[src/rtl/systolic_feeder.sv]
// systolic_feeder
// Drives the west (A) and north (B) edges of an N x N output-stationary
// systolic array. One A column / B row is accepted per beat. Lane i is
// delayed by i extra cycles so PE(i,j) sees A[i][k] and B[k][j] together.
// A per-anti-diagonal clear pulse travels with the first beat of each
// tile. Once the last beat has drained through the array, tile_done is
// raised and held until the collector acknowledges.
//
// Ports
//   clk, rst     rising-edge clock, synchronous active-high reset
//   in_valid     upstream beat valid
//   in_ready     feeder can accept a beat (transfer = in_valid && in_ready)
//   in_a, in_b   A column / B row, lane i at [i*WIDTH +: WIDTH]
//   in_last      final beat of the tile (meaningful only on a transfer)
//   a_edge       skewed A lanes to PE(i,0).a_in
//   b_edge       skewed B lanes to PE(0,j).b_in
//   clear_diag   PE(i,j).clear = clear_diag[i+j]
//   busy         tile in progress (STREAM, FLUSH, DONE)
//   tile_done    all c_out final; held until result_ack
//   result_ack   collector has captured the results
module systolic_feeder #(
    parameter int WIDTH = 8,
    parameter int N     = 4
) (
    input  logic                 clk,
    input  logic                 rst,
    input  logic                 in_valid,
    output logic                 in_ready,
    input  logic [N*WIDTH-1:0]   in_a,
    input  logic [N*WIDTH-1:0]   in_b,
    input  logic                 in_last,
    output logic [N*WIDTH-1:0]   a_edge,
    output logic [N*WIDTH-1:0]   b_edge,
    output logic [2*N-2:0]       clear_diag,
    output logic                 busy,
    output logic                 tile_done,
    input  logic                 result_ack
);

    typedef enum logic [1:0] {IDLE, STREAM, FLUSH, DONE} state_t;

    localparam int               CNT_W      = $clog2(2*N);
    localparam logic [CNT_W-1:0] FLUSH_LAST = CNT_W'(2*N-2);

    state_t           state;
    logic [CNT_W-1:0] flush_cnt;
    logic             xfer;
    logic             first_beat;
    logic [2*N-2:0]   clr_p;

    // A stalled or refused cycle feeds zeros so the PEs accumulate nothing.
    function automatic logic [WIDTH-1:0] lane_or_bubble(
        input logic [N*WIDTH-1:0] bus,
        input int                 lane,
        input logic               take
    );
        return take ? bus[lane*WIDTH +: WIDTH] : '0;
    endfunction

    // in_ready is forced low combinationally while rst is asserted.
    assign in_ready   = !rst && (state == IDLE || state == STREAM);
    assign xfer       = in_valid && in_ready;
    assign first_beat = xfer && (state == IDLE);

    // Stage p0..pi: lane i is delayed through i+1 registers.
    for (genvar i = 0; i < N; i++) begin : g_lane
        logic signed [WIDTH-1:0] a_p [0:i];
        logic signed [WIDTH-1:0] b_p [0:i];

        always_ff @(posedge clk) begin
            if (rst) begin
                for (int s = 0; s <= i; s++) begin
                    a_p[s] <= '0;
                    b_p[s] <= '0;
                end
            end else begin
                a_p[0] <= lane_or_bubble(in_a, i, xfer);
                b_p[0] <= lane_or_bubble(in_b, i, xfer);
                for (int s = 1; s <= i; s++) begin
                    a_p[s] <= a_p[s-1];
                    b_p[s] <= b_p[s-1];
                end
            end
        end

        assign a_edge[i*WIDTH +: WIDTH] = a_p[i];
        assign b_edge[i*WIDTH +: WIDTH] = b_p[i];
    end

    // Clear pulse travels one anti-diagonal per cycle alongside beat 0.
    always_ff @(posedge clk) begin
        if (rst) begin
            clr_p <= '0;
        end else begin
            clr_p[0] <= first_beat;
            for (int d = 1; d <= 2*N-2; d++) begin
                clr_p[d] <= clr_p[d-1];
            end
        end
    end

    assign clear_diag = clr_p;

    // Tile sequencing. FLUSH spans 2N-1 edges after the last beat so the
    // final beat reaches PE(N-1,N-1) and is sampled before DONE.
    always_ff @(posedge clk) begin
        if (rst) begin
            state     <= IDLE;
            flush_cnt <= '0;
            busy      <= 1'b0;
            tile_done <= 1'b0;
        end else begin
            case (state)
                IDLE: begin
                    if (xfer) begin
                        busy <= 1'b1;
                        if (in_last) begin
                            state     <= FLUSH;
                            flush_cnt <= '0;
                        end else begin
                            state <= STREAM;
                        end
                    end
                end
                STREAM: begin
                    if (xfer && in_last) begin
                        state     <= FLUSH;
                        flush_cnt <= '0;
                    end
                end
                FLUSH: begin
                    if (flush_cnt == FLUSH_LAST) begin
                        state     <= DONE;
                        tile_done <= 1'b1;
                    end else begin
                        flush_cnt <= flush_cnt + 1'b1;
                    end
                end
                DONE: begin
                    if (result_ack) begin
                        state     <= IDLE;
                        tile_done <= 1'b0;
                        busy      <= 1'b0;
                    end
                end
                default: begin
                    state <= IDLE;
                end
            endcase
        end
    end

endmodule
[config.mk]
export PLATFORM = sky130hd
export DESIGN_NAME = systolic_feeder
export DESIGN_NICKNAME = d
export VERILOG_FILES = /design/src/rtl/systolic_feeder.sv
export SDC_FILE = /design/constraint.sdc
export NUM_CORES = 1
export LEC_CHECK = 0
export ABC_AREA = 1
export CAP_MARGIN = 10
export CORE_ASPECT_RATIO = 0.8
export CORE_UTILIZATION = 48
export DETAILED_ROUTE_END_ITERATION = 12
export PLACE_DENSITY = 0.78
export SLEW_MARGIN = 25
export SYNTH_ARGS = -nofsm -noshare
export SYNTH_HDL_FRONTEND = slang
export SYNTH_SLANG_ARGS = --single-unit
[constraint.sdc]
create_clock -name clk -period 1.65 [get_ports clk]
set_input_delay 0.33 -clock clk [delete_from_list [all_inputs] [get_ports clk]]
set_output_delay 0.33 -clock clk [all_outputs]
set_load 0.05 [all_outputs]
# Word level (Yosys, flattened, before mapping)
# Memories as Yosys holds them, arrays and structs flattened.
# Index checks and enable logic that the tools add are counted.
[totals]
output_inout_bits = 74
regBits = 14
elab_cells = 107
memories = 8
inputBits = 69
ram_bits = 160
[mem_list]
columns = ["memory", "depth", "word_bits", "rd", "rd_clocked_by_memory_dff", "write_ports", "line", "rtl"]
rows = [
  ["g_lane[3].a_p", 4, 8, 4, 0, 4, "67", "logic signed [WIDTH-1:0] a_p [0:i];"],
  ["g_lane[3].b_p", 4, 8, 4, 0, 4, "68", "logic signed [WIDTH-1:0] b_p [0:i];"],
  ["g_lane[2].a_p", 3, 8, 3, 0, 3, "67", ""],
  ["g_lane[2].b_p", 3, 8, 3, 0, 3, "68", ""],
  ["g_lane[1].a_p", 2, 8, 2, 0, 2, "67", ""],
  ["g_lane[1].b_p", 2, 8, 2, 0, 2, "68", ""],
  ["+2 memories", "-", "-", "-", "-", "-", "-", ""],
]
[classes]
n_addsub = 1
bitwise_logic = 18
reduce_logical = 16
n_eq_ne = 10
muxes = 49
[ops]
columns = ["op", "count"]
rows = [
  ["2-to-1 mux 8 bit", 28],
  ["bitwise OR 1 bit", 18],
  ["OR reduction 8 bit", 2],
  ["2-to-1 mux 3 bit", 4],
  ["2-to-1 mux 2 bit", 5],
  ["inequality test 2 bit (second input constant)", 5],
  ["case mux 3 bit (3 select lines)", 1],
  ["2-to-1 mux 1 bit", 8],
  ["case mux 2 bit (4 select lines)", 1],
  ["AND reduction 3 bit", 2],
  ["AND reduction 5 bit", 1],
  ["== test 2 bit (second input constant)", 2],
  ["logical AND 1 bit", 4],
  ["case mux 1 bit (2 select lines)", 2],
  ["AND reduction 4 bit", 1],
  ["nonzero test 2 bit", 2],
  ["adder 3 x 1 -> 3 bit (second input constant)", 1],
  ["== test 3 bit (second input constant)", 1],
  ["nonzero test 3 bit", 1],
  ["== test 2 x 1 -> 1 bit (second input constant)", 1],
  ["logical NOT 2 bit", 1],
  ["inequality test 2 x 1 -> 1 bit (second input constant)", 1],
  ["logical NOT 1 bit", 1],
  ["logical OR 1 bit", 1],
]

# Logic depth before layout (Yosys ltp)
# Gate-level depths: netlist of the first run.
[logic_depth]
depth_word = 7
ltp_mapped = 9
depth_no_buf = 9

# Worst setup path after synthesis of the first run
# No wires, ideal clock.
[synth_path]
path_kind = "reg-to-reg"
start = "register state[0]"
end = "register state[0]"
setup_slack_ns = -0.343
setup_time_ns = 0.115
path_buffers = 0
arrival_time_ns = 1.878
period_less_slack_ns = 1.993
path_stages_with_launch = 10
cell_sequence = "dfxtp_1 -> inv_1 -> ha_1 -> nor2_1 -> nor2_1 -> nand3_1 -> nand2_2 -> nand3_1 -> nand2_1 -> nor2_1"
[synth_between]
elab_chain_cells = 7
word_cells_on_any_way = 14
cone_classes = "eq/ne (7); mux (1); reduce/logical (6)"
[synth_lines]
columns = ["item", "line", "rtl"]
rows = [
  ["start, declared", "45", "state_t state;"],
  ["start signal, assigned", "108", "state <= IDLE;"],
  ["start signal, assigned", "118", "state <= FLUSH;"],
  ["start signal, assigned", "121", "state <= STREAM;"],
  ["== test 2 x 1 -> 1 bit or logical NOT 2 bit (tied branches)", "61", "assign in_ready = !rst && (state == IDLE || state == STREAM);"],
  ["logical OR 1 bit *", "61", ""],
  ["logical AND 1 bit *", "61", ""],
  ["net in_ready", "28", "output logic in_ready,"],
  ["logical AND 1 bit *", "62", "assign xfer = in_valid && in_ready;"],
  ["logical AND 1 bit", "126", "if (xfer && in_last) begin"],
  ["inequality test 2 x 1 -> 1 bit (no line)", "-", ""],
  ["AND reduction 4 bit (no line) *", "-", ""],
]
# Mark *: on every way through the listed nets, which the timed path passes. The rest lies on a longest branch.
# A chain may end at the register's enable or synchronous reset.

# Final worst setup path of the first run
[layout_path]
start = "register state[1]"
end = "output port in_ready"
[layout_between]
elab_chain_cells = 3
word_cells_on_any_way = 4
cone_classes = "eq/ne (1); reduce/logical (3)"
[layout_lines]
columns = ["item", "line"]
rows = [
  ["== test 2 x 1 -> 1 bit or logical NOT 2 bit (tied branches)", "61"],
  ["logical OR 1 bit *", "61"],
  ["logical AND 1 bit *", "61"],
  ["end, declared", "28"],
]
# Mark *: on every way between the ends. The rest lies on a longest branch, timed or not.

==> results of run 1 <==
sequential cells by signal, indices dropped and copies added, names as in the netlist:
register	flops
busy	1
clear_diag	7
flush_cnt	3
g_lane.a_p	80
g_lane.b_p	80
state	2
tile_done	1
cell usage in the layout, fill, tap and decap left out, drive strengths merged:
master         count
nand3              5
buf               88
inv              182
dfxtp            174
clkbuf            17
nand2             14
a31oi              2
clkinvlp           3
clkinv             5
clkdlybuf4s50     67
ha                 7
nor2             179
o21ai              8
bufinv             1
a21oi              7
critical path, cell delays in order (launching register included):
cell and delay, ns:
dfxtp_2 0.36, inv_4 0.06, ha_4 0.16, nor2_4 0.13, nor2_4 0.05, buf_6 0.15
cells by family (layout without fill, tap and decap cells):
| logic type | count (synthesis) | in the layout | share of synthesized area |
|---|---|---|---|
| AOI/OAI and AO/OA | 17 | 17 | 0.0167 |
| adders and majority gates | 7 | 7 | 0.0154 |
| buffers and inverters | 235 | 363 | 0.191 |
| and+or+nand+nor | 198 | 198 | 0.166 |
| DFF | 174 | 174 | 0.611 |
final cells by class:
cell class | instances | area share
well taps | 148 | 0.0247
clock buffers | 17 | 0.0568
inverters | 176 | 0.0891
clock inverters | 15 | 0.0207
flip-flops and latches | 174 | 0.465
repair buffers | 155 | 0.186
multi-input cells | 222 | 0.157
through the flow:
stage               cell area (µm²)  std cells
floorplan                      5710        631
global placement               6820        869
detailed placement             6820        869
CTS                            7490        907
global route                   7490        907
finish                         7490        907
worst max path at each step:
| stage | start | end | cells after the start |
|---|---|---|---|
| floorplan | state[0]$_SDFFE_PP0P_ | state[0]$_SDFFE_PP0P_ | 9 |
| finish | state[1]$_SDFFE_PP0P_ | in_ready | 5 |
| global route | state[1]$_SDFFE_PP0P_ | in_ready | 5 |
| detailed placement | state[0]$_SDFFE_PP0P_ | flush_cnt[0]$_SDFFE_PP0P_ | 8 |
| global placement | in_valid | state[0]$_SDFFE_PP0P_ | 6 |
| CTS | state[1]$_SDFFE_PP0P_ | in_ready | 5 |
power breakdown:
group	internal (W)	switching, W	total (W)	leakage (nW)
Sequential	0.00454	0.000118	0.00466	1.42
Clock	0.00213	0.00170	0.00383	0.276
Combinational	0.000732	0.00115	0.00188	1.72
layer usage:
metal | GRT usage | vias to the layer above | routed length [µm] | part of all wire
met5 | 0 | - | 0 | 0
met4 | 0.0788 | 0 | 206 | 0.022
met3 | 0.0728 | 18 | 820 | 0.088
met2 | 0.271 | 111 | 4460 | 0.48
met1 | 0.190 | 1572 | 3870 | 0.41
li1 | - | 1944 | - | -
timing repair:
action	4_1_cts	5_1_grt
setup endpoints to repair	3	6
resized for setup	14	2
pin swaps	3	1
buffers inserted	6	0
==> metrics.md, run 1 <==
| Metric | Value |
|---|---|
| Post-Place Setup Slack | -0.0174 ns |
| Multi-input gate area | 1170 µm² |
| Final setup vio count | 1 |
| Status | complete, but fails checks |
| Fraction of layout cells with a size suffix above 1 | 0.246 |
| TritonCTS clock tree | done |
| Reg2reg start | state[0]$_SDFFE_PP0P_ |
| Drt initial violations | 163 |
| Seq. cell area | 3490 µm² |
| Syn. warnings | 0 |
| Max Cap Viol | 0 |
| Fillcell total | 927 |
| Post-Syn Instances | approximately 630 |
| CP Capture Type | output pin |
| Height of the chip | ~100 µm |
| Top cells by area, synth | dfxtp_1 61%, inv_1 11%, nor2_1 8.4% |
| GRT overflow | 0 |
| Worst-path fanout max | 3 |
| Router iterations before antenna repair | 4 |
| Top FF cell, synth | dfxtp_1 |
| Detailed Place HPWL | roughly 6.6 mm |
| Layout Nets | 822 |
| Hold_buf cts | 0 |
| Largest net degree at the start of global routing | 102 |
| Clock skew | 0.0143 ns |
| RSZ-0062 raised after global routing | true |
| Total number of vias | roughly 3,600 |
| Fin util | 0.648 |
| Relative slew slack | 0.718 |
| Number of synthesized register bits | 174 |
| R2R depth | 9 |
| Worst hold stages | 2 |
| Sequential fraction of the synthesis area | 0.611 |
| WS Path Type | reg -> out |
| Total core area | ~12,000 µm² |
| Data arrival, critical path | 1.33 ns |
| Die ar. | between 10,000 and 15,000 µm² |
| Fmax | 604 MHz |
| Leakage power | about 3.4 nW |
| Mean area per synthesized cell | between 9 and 10 µm² |
| Worst hold margin | 0.172 ns |
| FFs w/ async S/R, synth | 0 |
| Cell row count | 35 |
| Port bufs | 142 |
| Die width | 124 µm |
| Reg2Reg Setup Slack | 0.15 ns |
| Number of routed nets with antenna violations | 0 |
| Area delta synth->final | 31.4% |
| Reg clk slew, reported paths | 0.07 ns |
| Max VDD drop | 0.829 mV |
| Post-synth EDFFs | 0 |
| H-tree Lvls | 4 |
| Pwr dens | 1380 nW/µm² |
| WHS Endpoint | clear_diag[1]$_SDFF_PP0_ |
| Setup TNS | -0.00581 ns |
| Post-Syn Nets | 707 |
| Routed len/inst | 10.3 µm |
| Fin crit share | 1.00 |
| Hold crit path type | in -> reg |
| Final worst setup slack | -0.00581 ns |
| Post-Syn Area | 5700 µm² |
| Power Total | roughly 0.010 W |
| CP startpoint kind | register |
| GRT Total Usage | 0.168 |
| Placer Congestion | around 0.82 |
| Final Critical Period | 1.66 ns |
| Data required time of the worst path | between 1 and 1.5 ns |
| Worst Min Path Start | rst |
| Post-synth top area share | 0.611 |
| Antenna Cells | 0 |
| Deepest clock path buffer count | 2 |
| Post-synth top cells | 174 x dfxtp_1, 174 x inv_1, 128 x nor2_1, 41 x nor2_2, 40 x buf_4 |
| Routed WL | 9.35 mm |
| Slew @ Worst Pin | 0.422 ns |
| Starting density of the core | 0.493 |
| Via-to-Cell Ratio | 4.02 |
| Initial antenna violation count | 0 |
| DRC | 0 |
| Top Ports | 143 |
| Worst skew pair latency | about 0.42 ns |
| Vias in the first global route | 3,550 |
| Clock Tree Root | clkbuf_16 |
| CTS Sinks | about 170 |
| Failing checks | negative setup slack |
| R2r endpoint | state[0]$_SDFFE_PP0P_ |
| Global-route wire length before repair | between 15 and 20 mm |
| Final Hold Viols | 0 |
| Synth area leader | dfxtp_1 |
| Max-slew violations | 0 |
| Synth cell types | 23 |
| TritonCTS Buffers | 17 |
Power figures use the tool's default switching activity.
==> run 2: changes to the inputs <==
- PLACE_DENSITY: 0.78 -> 0.88
- TNS_END_PERCENT: default -> 50
==> metrics.md, run 2 (same netlist as run 1, synthesis figures left out) <==
| Metric | Value |
|---|---|
| Status | complete, but fails checks |
| Failing checks | negative setup slack |
| GRT Total Usage | 0.170 |
| Routed len/inst | 10.4 µm |
| GRT overflow | 0 |
| Cell row count | 35 |
| Port bufs | 142 |
| Leakage power | 3.36 nW |
| Slew @ Worst Pin | between 0.5 and 0.6 ns |
| Area delta synth->final | 30.0% |
| Final setup vio count | 1 |
| Number of routed nets with antenna violations | 0 |
| CTS Sinks | 174 |
| Top Ports | 143 |
| Starting density of the core | 0.493 |
| Initial antenna violation count | 0 |
| CP Capture Type | output pin |
| WS Path Type | reg -> out |
| Hold_buf cts | 0 |
| Data required time of the worst path | 1.32 ns |
| Total number of vias | 3,652 |
| Max-slew violations | 0 |
| DRC | 0 |
| Crit path largest cell delay | 0.36 ns |
| Vias in the first global route | 3,489 |
| TritonCTS Buffers | 17 |
| Worst-path fanout max | 3 |
| Routed WL | about 9.4 mm |
| Global-route wire length before repair | 15.5 mm |
| Hold crit path type | in -> reg |
| Placer Congestion | 0.757 |
| Fin util | 0.641 |
| Drt initial violations | between 150 and 200 |
| Final worst setup slack | -0.0104 ns |
| Fmax | roughly 600 MHz |
| Largest net degree at the start of global routing | 62 |
| Deepest clock path buffer count | 2 |
| Pwr dens | between 1000 and 1500 nW/µm² |
| Die width | 124 µm |
| Router iterations before antenna repair | 4 |
| Via-to-Cell Ratio | 4.04 |
| Final Critical Period | between 1.5 and 2 ns |
| Power Total | 0.0103 W |
| Fraction of layout cells with a size suffix above 1 | 0.242 |
| TritonCTS clock tree | done |
| RSZ-0062 raised after global routing | true |
| Clock skew | 0.0149 ns |
| Worst skew pair latency | 0.42 ns |
| Max Cap Viol | 0 |
| Critical path's most frequent cell | nor2_4 |
| Antenna Cells | 0 |
| Fin crit share | 1.01 |
| Layout Nets | approximately 800 |
| Detailed Place HPWL | ~6.4 mm |
| Slowest cell on crit path | dfxtp_2 |
| Data arrival, critical path | 1.33 ns |
| H-tree Lvls | 4 |
| Clock Tree Root | clkbuf_16 |
| Most frequent cells in the layout | 172 x inv_1, 172 x dfxtp_1, 126 x nor2_1 |
| Total core area | 11,600 µm² |
| Final Hold Viols | 0 |
| CP startpoint kind | register |
| Reg clk slew, reported paths | roughly 0.070 ns |
| Cells along the critical path | inv_4 -> ha_4 -> nor2_4 -> nor2_4 -> buf_6 |
| Max VDD drop | 0.841 mV |
| Die ar. | between 10,000 and 15,000 µm² |
| Relative slew slack | 0.606 |
| Height of the chip | 99.5 µm |
run 2: what timing repair did:
item | in CTS | in global routing
resized for setup | 14 | 2
pin swaps | 3 | 1
hold endpoints to repair | 0 | 0
endpoints found under the setup margin | 1 | 18
buffers inserted | 5 | 0
run 2: area by class of cell:
cell class,count,area (µm²)
inverters,176,668
fillers,900,4150
repair buffers,151,1320
well taps,148,185
clock inverters,15,153
multi-input cells,222,1170
flip-flops and latches,174,3490
clock buffers,17,425
run 2: stage by stage:
stage	instances	instance area, µm²	hold slack (ns)	worst slack (ns)	TNS (ns)
after CTS	903	7400	0.209	-0.00550	-0.00550
after detailed placement	866	6740	0.392	0.0169	0
after floorplan	631	5710	0.388	0.105	0
after global routing	903	7410	0.228	-0.0751	-0.0751
after global placement	866	6740	0.388	0.0690	0
final	903	7410	0.233	-0.0104	-0.0104
run 2: report_power, final:
group | leakage (nW) | total, W | internal, W | switching (W)
Clock | 0.267 | 0.00380 | 0.00201 | 0.00179
Sequential | 1.42 | 0.00465 | 0.00454 | 0.000115
Combinational | 1.68 | 0.00180 | 0.000675 | 0.00113
Total | 3.36 | 0.0103 | 0.00722 | 0.00303
run 2: layer usage:
metal / up-vias / global-route usage / wire, µm
met2: 112 / 0.273 / 4530
met4: 0 / 0.0862 / 198
met1: 1587 / 0.186 / 3810
li1: 1934 / - / -
met3: 19 / 0.0808 / 869
met5: - / 0 / 0
run 2: path summary, 6_finish.rpt:
check,end,cells after the start,slack [ns],start
max reg2reg,state[1]$_SDFFE_PP0P_,9,0.13,state[0]$_SDFFE_PP0P_
min reg2reg,g_lane[3].a_p[0][13]$_SDFF_PP0_,2,0.39,g_lane[3].a_p[0][5]$_SDFF_PP0_
min,state[0]$_SDFFE_PP0P_,4,0.23,rst
max,in_ready,5,-0.01,state[1]$_SDFFE_PP0P_
run 2: critical path: cells and delay by family, from the launching register on:
kind          cells  cell delay (ns)
flops             1             0.36
buf+inv           2             0.20
simple gates      2             0.17
fa+ha+maj         1             0.17
==> run 3: changes to the inputs <==
- REMOVE_ABC_BUFFERS: default -> 1
==> metrics.md, run 3 (same netlist as run 1, synthesis figures left out) <==
| Metric | Value |
|---|---|
| Status | complete, but fails checks |
| Failing checks | negative setup slack |
| Largest net degree at the start of global routing | 96 |
| Sw frac | 0.287 |
| Slew @ Worst Pin | 0.389 ns |
| Number of routed nets with antenna violations | 0 |
| TritonCTS Buffers | 17 |
| Reg clk slew, reported paths | around 0.070 ns |
| Worst-path fanout max | 3 |
| Final Critical Period | 1.66 ns |
| CP startpoint kind | register |
| Switching Power | just under 0.003 W |
| Total core area | roughly 12,000 µm² |
| Most frequent cells in the layout | 172 x inv_1, 172 x dfxtp_1, 126 x nor2_1 |
| Final worst setup slack | -0.0149 ns |
| Vias in the first global route | 3,493 |
| RSZ-0062 raised after global routing | true |
| Fraction of layout cells with a size suffix above 1 | 0.240 |
| Fmax | 601 MHz |
| Global-route wire length before repair | 15.7 mm |
| Dpl cell area | 6760 µm² |
| Total number of vias | roughly 3,700 |
| Seq pwr share | 0.451 |
| Crit path largest cell delay | 0.36 ns |
| Final Hold Viols | 0 |
| GRT overflow | 0 |
| Max Cap Viol | 0 |
| Internal | 0.00736 W |
| WS Path Type | reg -> out |
| Critical path's most frequent cell | nor2_4 |
| GRT Total Usage | 0.169 |
| Die ar. | 12,300 µm² |
| Clock skew | between 0.008 and 0.009 ns |
| CP Capture Type | output pin |
| Leakage power | 3.38 nW |
| Drt initial violations | 170 |
| Antenna Cells | 0 |
| Final instance area | 7440 µm² |
| Cell row count | 35 |
| Starting density of the core | 0.493 |
| Via-to-Cell Ratio | 4.12 |
| TritonCTS clock tree | done |
| Fin util | 0.643 |
| Pwr dens | between 1000 and 1500 nW/µm² |
| Router iterations before antenna repair | 4 |
| Clock power frac | 0.374 |
| Clock Tree Root | clkbuf_16 |
| Final setup vio count | 1 |
| Layout Nets | 818 |
| Post-Place Setup Slack | about 0.005 ns |
| Die width | 124 µm |
| Slowest cell on crit path | dfxtp_4 |
| Fin crit share | 1.01 |
| Cells along the critical path | inv_4 -> ha_4 -> nor2_4 -> nor2_4 -> buf_12 |
| CTS Sinks | 174 |
| Placer Congestion | 0.778 |
| DRC | 0 |
| Worst hold margin | 0.251 ns |
| Gate power share | 0.176 |
| H-tree Lvls | 4 |
| Routed len/inst | 10.6 µm |
| Max VDD drop | 0.787 mV |
| Worst skew pair latency | between 0.4 and 0.5 ns |
| Area delta synth->final | 30.4% |
| Data required time of the worst path | 1.32 ns |
| Top Ports | 143 |
| Data arrival, critical path | 1.33 ns |
| Detailed Place HPWL | 6.27 mm |
| Initial antenna violation count | 0 |
| Max-slew violations | 0 |
| Port bufs | 142 |
| Hold crit path type | in -> reg |
| Relative slew slack | 0.741 |
| Height of the chip | around 99 µm |
| Power Total | 0.0103 W |
| Routed WL | 9.58 mm |
| Deepest clock path buffer count | 2 |
## run 3: final timing paths
| path | from | end | slack [ns] | cells after the start |
|---|---|---|---|---|
| worst max-delay path | state[1]$_SDFFE_PP0P_ | in_ready | -0.01 | 5 |
| worst min-delay path | rst | flush_cnt[1]$_SDFFE_PP0P_ | 0.25 | 2 |
| worst max register to register | state[1]$_SDFFE_PP0P_ | state[1]$_SDFFE_PP0P_ | 0.13 | 10 |
| worst min register to register | g_lane[2].a_p[0][1]$_SDFF_PP0_ | g_lane[2].a_p[0][9]$_SDFF_PP0_ | 0.39 | 2 |
## run 3: final cells by class
cell class / instances / area, µm²
clock buffer: 17 / 425
clock inverter: 14 / 158
fill: 894 / 4120
inverter: 176 / 668
multi-input combinational: 222 / 1170
sequential: 174 / 3490
tap: 148 / 185
timing repair buffer: 151 / 1340
## run 3: what timing repair did
item,CTS,global route
resized for setup,16,1
hold buffers,0,0
setup buffers,5,0
pin swaps,4,0
endpoints found under the setup margin,6,4
## run 3: routing by layer
layer,up-vias,wire length [µm],GRT usage
met5,-,0,0
met4,0,195,0.0806
met3,22,791,0.0705
met2,121,4690,0.290
met1,1642,3910,0.179
li1,1932,-,-
## run 3: power by group through the flow
stage                     sequential [W]  clock (W)  combinational (W)
after CTS                        0.00465    0.00396            0.00180
after global routing             0.00468    0.00415            0.00197
after floorplan                  0.00509          0           0.000700
after detailed placement         0.00473          0            0.00165
after global placement           0.00472          0            0.00160
final                            0.00465    0.00386            0.00181
## run 3: per-stage QoR
step,setup TNS [ns],instances
finish,-0.0149,902
global placement,0,866
CTS,-0.0132,902
detailed placement,0,866
global route,-0.0661,902
floorplan,-9.93,572
## run 3: worst max-delay path, delay by kind of cell (launching register included)
family | cells | cell delay [ns]
adder cells (fa/ha/maj) | 1 | 0.16
buffers and inverters | 2 | 0.20
flip-flops | 1 | 0.36
AND/OR/NAND/NOR | 2 | 0.20
